[src/rtl/servo_pkg.sv]
// Shared definitions for the servo position sequencer.
// Holds the posicao codes understood by controle_servo, the sequencer FSM
// state codes (also shown on db_estado), the sweep direction type and the
// helper that computes the next position of the sweep.
package servo_pkg;

    // posicao codes driven into controle_servo
    localparam logic [1:0] POS_PARADO = 2'b00;  // no PWM pulse
    localparam logic [1:0] POS_1MS    = 2'b01;
    localparam logic [1:0] POS_1_5MS  = 2'b10;
    localparam logic [1:0] POS_2MS    = 2'b11;

    // Sequencer states; the encoding is visible on db_estado
    typedef enum logic [1:0] {
        ST_PARADO = 2'b00,
        ST_INICIO = 2'b01,
        ST_ESPERA = 2'b10,
        ST_PASSO  = 2'b11
    } estado_t;

    typedef enum logic {
        DIR_UP   = 1'b0,
        DIR_DOWN = 1'b1
    } dir_t;

    // Next position of the round trip 01 -> 10 -> 11 -> 10 -> 01.
    // Any illegal code (00 while running) recovers to the start of the sweep.
    function automatic logic [1:0] proxima_pos(input logic [1:0] pos, input dir_t dir);
        logic [1:0] nova;
        nova = POS_1MS;
        case (pos)
            POS_1MS:   nova = POS_1_5MS;
            POS_1_5MS: nova = (dir == DIR_UP) ? POS_2MS : POS_1MS;
            POS_2MS:   nova = POS_1_5MS;
            default:   nova = POS_1MS;
        endcase
        return nova;
    endfunction

endpackage

[src/rtl/contador_dwell.sv]
// Dwell counter for the servo sequencer.
// Counts 0..M-1 while conta=1 and wraps back to 0 on the cycle it is at M-1,
// so it can never exceed M-1. zera clears synchronously and wins over conta.
// Ports:
//   clock  in   system clock, rising edge
//   reset  in   asynchronous active-low reset
//   zera   in   synchronous clear
//   conta  in   count enable
//   fim    out  1 while Q == M-1
//   Q      out  current count
module contador_dwell #(
    parameter int M = 4
) (
    input  logic                 clock,
    input  logic                 reset,
    input  logic                 zera,
    input  logic                 conta,
    output logic                 fim,
    output logic [$clog2(M)-1:0] Q
);

    localparam int W = $clog2(M);

    assign fim = (Q == W'(M - 1));

    // Count register: clear has priority, terminal count returns to zero
    always_ff @(posedge clock or negedge reset) begin
        if (!reset) begin
            Q <= '0;
        end else if (zera) begin
            Q <= '0;
        end else if (conta) begin
            if (fim) begin
                Q <= '0;
            end else begin
                Q <= Q + W'(1);
            end
        end
    end

endmodule

[src/rtl/varredura_servo.sv]
// Position sequencer feeding controle_servo.posicao.
// While ligar=1 it sweeps 01 -> 10 -> 11 -> 10 -> 01 ..., holding each
// position for DWELL_CYCLES counting cycles plus the one-cycle step.
// pausa freezes the dwell count; ligar=0 parks the servo at 00 (no pulse).
// Ports:
//   clock          in   system clock, rising edge
//   reset          in   asynchronous active-low reset
//   ligar          in   level enable (1 = sweep, 0 = park)
//   pausa          in   level, freezes the dwell counter
//   posicao        out  registered position code for controle_servo
//   muda_posicao   out  1-cycle pulse on the first cycle of a new position
//   fim_varredura  out  1-cycle pulse when the sweep returns to 01
//   db_estado      out  current FSM state code (debug)
module varredura_servo
    import servo_pkg::*;
#(
    parameter int DWELL_CYCLES = 50_000_000,
    parameter int CNT_W        = $clog2(DWELL_CYCLES)
) (
    input  logic       clock,
    input  logic       reset,
    input  logic       ligar,
    input  logic       pausa,
    output logic [1:0] posicao,
    output logic       muda_posicao,
    output logic       fim_varredura,
    output logic [1:0] db_estado
);

    estado_t          estado_r, estado_s;
    logic [1:0]       posicao_r, posicao_s;
    dir_t             dir_r, dir_s;
    logic             muda_r, muda_s;
    logic             fim_r, fim_s;
    logic [1:0]       nova_pos_s;

    logic             conta_s;
    logic             zera_s;
    logic             dwell_fim_s;
    logic [CNT_W-1:0] cnt_s;
    logic             dwell_done_s;
    logic             avanca_s;

    // The counter only runs in ESPERA; every other state (and parking) holds it at zero
    assign conta_s = (estado_r == ST_ESPERA) && ligar && !pausa;
    assign zera_s  = !ligar || (estado_r != ST_ESPERA);

    contador_dwell #(
        .M (DWELL_CYCLES)
    ) u_contador_dwell (
        .clock (clock),
        .reset (reset),
        .zera  (zera_s),
        .conta (conta_s),
        .fim   (dwell_fim_s),
        .Q     (cnt_s)
    );

    // Terminal flag and raw count must agree before the sweep is allowed to advance
    assign dwell_done_s = dwell_fim_s && (cnt_s == CNT_W'(DWELL_CYCLES - 1));
    assign avanca_s     = (estado_r == ST_ESPERA) && dwell_done_s && !pausa;
    assign nova_pos_s   = proxima_pos(posicao_r, dir_r);

    // State and output registers
    always_ff @(posedge clock or negedge reset) begin
        if (!reset) begin
            estado_r  <= ST_PARADO;
            posicao_r <= POS_PARADO;
            dir_r     <= DIR_UP;
            muda_r    <= 1'b0;
            fim_r     <= 1'b0;
        end else begin
            estado_r  <= estado_s;
            posicao_r <= posicao_s;
            dir_r     <= dir_s;
            muda_r    <= muda_s;
            fim_r     <= fim_s;
        end
    end

    // Next-state logic; dropping ligar parks from any state
    always_comb begin
        estado_s = estado_r;
        if (!ligar) begin
            estado_s = ST_PARADO;
        end else begin
            case (estado_r)
                ST_PARADO: estado_s = ST_INICIO;
                ST_INICIO: estado_s = ST_ESPERA;
                ST_ESPERA: estado_s = avanca_s ? ST_PASSO : ST_ESPERA;
                ST_PASSO:  estado_s = ST_ESPERA;
                default:   estado_s = ST_PARADO;
            endcase
        end
    end

    // Output logic: computes the value the outputs take together with the next
    // state, so the pulses land on the first cycle of the new position
    always_comb begin
        posicao_s = posicao_r;
        dir_s     = dir_r;
        muda_s    = 1'b0;
        fim_s     = 1'b0;
        if (!ligar) begin
            posicao_s = POS_PARADO;
            dir_s     = DIR_UP;
        end else begin
            case (estado_r)
                ST_PARADO: begin
                    // entering INICIO: always restart at 01 going up
                    posicao_s = POS_1MS;
                    dir_s     = DIR_UP;
                    muda_s    = 1'b1;
                end
                ST_INICIO, ST_PASSO: begin
                    posicao_s = posicao_r;
                    dir_s     = dir_r;
                end
                ST_ESPERA: begin
                    if (avanca_s) begin
                        posicao_s = nova_pos_s;
                        muda_s    = 1'b1;
                        if (nova_pos_s == POS_2MS) begin
                            dir_s = DIR_DOWN;
                        end else if (nova_pos_s == POS_1MS) begin
                            // only reachable on the way down: round trip complete
                            dir_s = DIR_UP;
                            fim_s = 1'b1;
                        end else begin
                            dir_s = dir_r;
                        end
                    end else begin
                        posicao_s = posicao_r;
                        dir_s     = dir_r;
                    end
                end
                default: begin
                    posicao_s = POS_PARADO;
                    dir_s     = DIR_UP;
                end
            endcase
        end
    end

    assign posicao       = posicao_r;
    assign muda_posicao  = muda_r;
    assign fim_varredura = fim_r;
    assign db_estado     = estado_r;

endmodule

[config.mk]
export PLATFORM = sky130hd
export DESIGN_NAME = varredura_servo
export DESIGN_NICKNAME = d
export VERILOG_FILES = /design/src/rtl/servo_pkg.sv /design/src/rtl/contador_dwell.sv /design/src/rtl/varredura_servo.sv
export SDC_FILE = /design/constraint.sdc
export NUM_CORES = 1
export LEC_CHECK = 0
export ABC_AREA = 1
export CAP_MARGIN = 20
export CORE_MARGIN = 2
export CORE_UTILIZATION = 45
export DETAILED_ROUTE_END_ITERATION = 8
export DONT_BUFFER_PORTS = 1
export MAX_ROUTING_LAYER = met4
export SYNTH_ARGS = -nofsm -noshare
export SYNTH_HDL_FRONTEND = slang
export SYNTH_SLANG_ARGS = --single-unit
[constraint.sdc]
create_clock -name clock -period 2.5 [get_ports clock]
set_input_delay 0.625 -clock clock [delete_from_list [all_inputs] [get_ports clock]]
set_output_delay 0.625 -clock clock [all_outputs]
set_load 0.01 [all_outputs]
==> flow_summary.json <==
{
  "die_height_um": 73.9,
  "clk_path_buf_depth": 2,
  "path_clk_slew_ps": 70,
  "clock_skew_ps": 6.74,
  "diodes": 0,
  "cp_data_required_time_ps": 2710,
  "grt_pass1_vias": 1772,
  "num_rows": 25,
  "start_util": 0.465,
  "p_leak_nw": 0.995,
  "cts_setup_buffers": 0,
  "clk-insertion-delay-late_ps": 290,
  "place_hpwl_mm": 3.87,
  "worst_slew_pin_slew_ps": 473,
  "vias": 1871,
  "slew_headroom": 0.684,
  "area_delta_synth_final_pct": 6.89,
  "wl_per_cell_um": 14.1,
  "core_region_area_um2": 4720,
  "yosysWarnings": 0,
  "vdd_drop_max_v": 0.000240,
  "clock.fmax_ghz": 0.548,
  "worstHoldPathType": "input pin to asynchronous set/reset pin",
  "hold_viol": 0,
  "cts_hold_buf": 0,
  "postRouteAntennaNets": 0,
  "wl_mm": 5.16,
  "ys_seq_area_frac": 0.376,
  "antenna_found_initial": 0,
  "cts_resized": 0,
  "fin_nets": 304,
  "grt_overflow": 0,
  "ios": 10,
  "maxCapViolations": 0,
  "synth-seq-cells": 33,
  "h-tree-depth": 2,
  "criticalPathCategory": "flop to flop",
  "min_period_ps": 1820,
  "cts_tree": "done",
  "route.detailed.drc": 0,
  "avgSynthCellArea_um2": 7.44,
  "synth_fp_nets": 300,
  "grt.total_usage": 0.216,
  "grt_max_degree": 34,
  "outcome": "complete, no violations",
  "die_area_um2": 5450,
  "cts.sinks": 33,
  "hold_slack_ps": 22.3,
  "rsz0062_at_grt": "false",
  "tns_ps": 0,
  "path_max_fanout": 21,
  "cp-end-kind": "flop",
  "cts_made_buffers": 5,
  "die-width_um": 73.9,
  "fin_crit_sh": 0.730,
  "layout-drive-gt1-share": 0.164,
  "finalMaxSlewViolations": 0,
  "grt_pass1_wl_mm": 8.57,
  "startpoint_type": "flop",
  "syn_area_um2": 2200,
  "dr.pass1.iters": 4,
  "syn_inst": 295,
  "yosysUniqueCellTypes": 33,
  "drt_iter0_markers": 109,
  "port_buffers": 0,
  "gp_congestion": 0.912,
  "finalSetupViolCount": 0,
  "vias_per_cell": 5.11,
  "power_density_nw_per_um2": 438,
  "cts_root_buffer": "clkbuf_8",
  "cp.arrival_ps": 2040
}
## path summary, 6_finish.rpt
check,from,endpoint,slack [ps],cells past startpoint
min reg2reg,dir_r,dir_r,480,2
min in group clock,pausa,fim_varredura,400,1
min,reset,u_contador_dwell.Q[18],20,0
max,db_estado[0],u_contador_dwell.Q[13],680,9
max in group asynchronous,reset,u_contador_dwell.Q[5],2380,0
max reg2reg,db_estado[0],u_contador_dwell.Q[13],680,9
## layout make-up
| type | instances | area [µm²] |
|---|---|---|
| tap | 67 | 83.8 |
| clock buffer | 7 | 86.3 |
| sequential | 33 | 826 |
| inverter | 40 | 151 |
| multi-input combinational | 219 | 1200 |
| fill | 485 | 2380 |
## placed cells by master (no fill, tap or decap), types with 3 or more instances in the layout
cell      count
nand4_1      15
nand2_4       3
clkbuf_8      6
a21oi_1      11
nand2_2      11
nor2_1       30
dfrtp_1      33
inv_1        32
nor3_2        4
nor2_4        5
xor2_1        7
nand2_1      69
nor3_1        5
nor2_2        7
o21ai_1       8
inv_2         6
o21ai_0      10
nand3_1      20
## kinds of logic after synthesis
kind of cell             count (synthesis)  synth area share
AO/OA/AOI/OAI                           32            0.0815
XOR/XNOR                                 9            0.0359
adder cells (fa/ha/maj)                  1           0.00570
buffers and inverters                   43            0.0775
flip-flops                              33             0.376
multiplexers                             1           0.00456
AND/OR/NAND/NOR                        176             0.419
## routing by layer
layer / GRT usage / part of all wire
met1: 0.298 / 0.49
met2: 0.324 / 0.45
met3: 0.0453 / 0.055
met4: 0.0525 / 0.0099
met5: - / 0
## Yosys cell counts (all sizes together)
| library cell | n | area [µm²] |
|---|---|---|
| nand4 | 15 | 93.8 |
| xnor2 | 2 | 17.5 |
| o31ai | 1 | 7.51 |
| clkbuf | 1 | 3.75 |
| inv | 38 | 143 |
| xor2 | 7 | 61.3 |
| nor3 | 9 | 65.1 |
| nor4 | 1 | 6.26 |
| o21ai | 18 | 90.1 |
| and3 | 1 | 6.26 |
| buf | 2 | 15.0 |
| dfrtp | 33 | 826 |
| or2 | 1 | 6.26 |
| clkinv | 2 | 8.75 |
| a21boi | 1 | 7.51 |
| mux2i | 1 | 10.0 |
| nand3 | 22 | 128 |
| nor2 | 44 | 253 |
| o21bai | 1 | 18.8 |
| a21oi | 11 | 55.1 |
| nand2 | 83 | 362 |
| ha | 1 | 12.5 |
## per-stage QoR
step / total power [mW] / std cells / utilization / setup slack, ps / instance area [µm²]
floorplan: 0.611 / 295 / - / 976 / 2200
global placement: 0.624 / 359 / 0.479 / 652 / 2260
detailed placement: 0.625 / 359 / 0.479 / 601 / 2260
CTS: 1.05 / 366 / 0.497 / 653 / 2350
global route: 1.08 / 366 / 0.497 / 501 / 2350
finish: 1.03 / 366 / 0.497 / 676 / 2350
## state kept, by name, summed over array words and instances, names as in the netlist
| name | flops |
|---|---|
| posicao | 2 |
| fim_varredura | 1 |
| u_contador_dwell.Q | 26 |
| muda_posicao | 1 |
| db_estado | 2 |
| dir_r | 1 |
## power by group
| part | internal (mW) | switching (mW) | total (mW) |
|---|---|---|---|
| Combinational | 0.0175 | 0.0413 | 0.0588 |
| Clock | 0.218 | 0.195 | 0.414 |
| Sequential | 0.543 | 0.0118 | 0.555 |
| Total | 0.779 | 0.248 | 1.03 |
## worst max-delay path, cell delays in order (launching register included)
cell      delay (ps)
dfrtp_1          430
inv_2             90
nand2_2          100
nor2_8           180
nand2_2          320
nand3_1          260
clkinv_1         100
nand2_1           80
o21ai_1           60
a21oi_1          120
No activity file was read; power rests on OpenSTA's default activity.
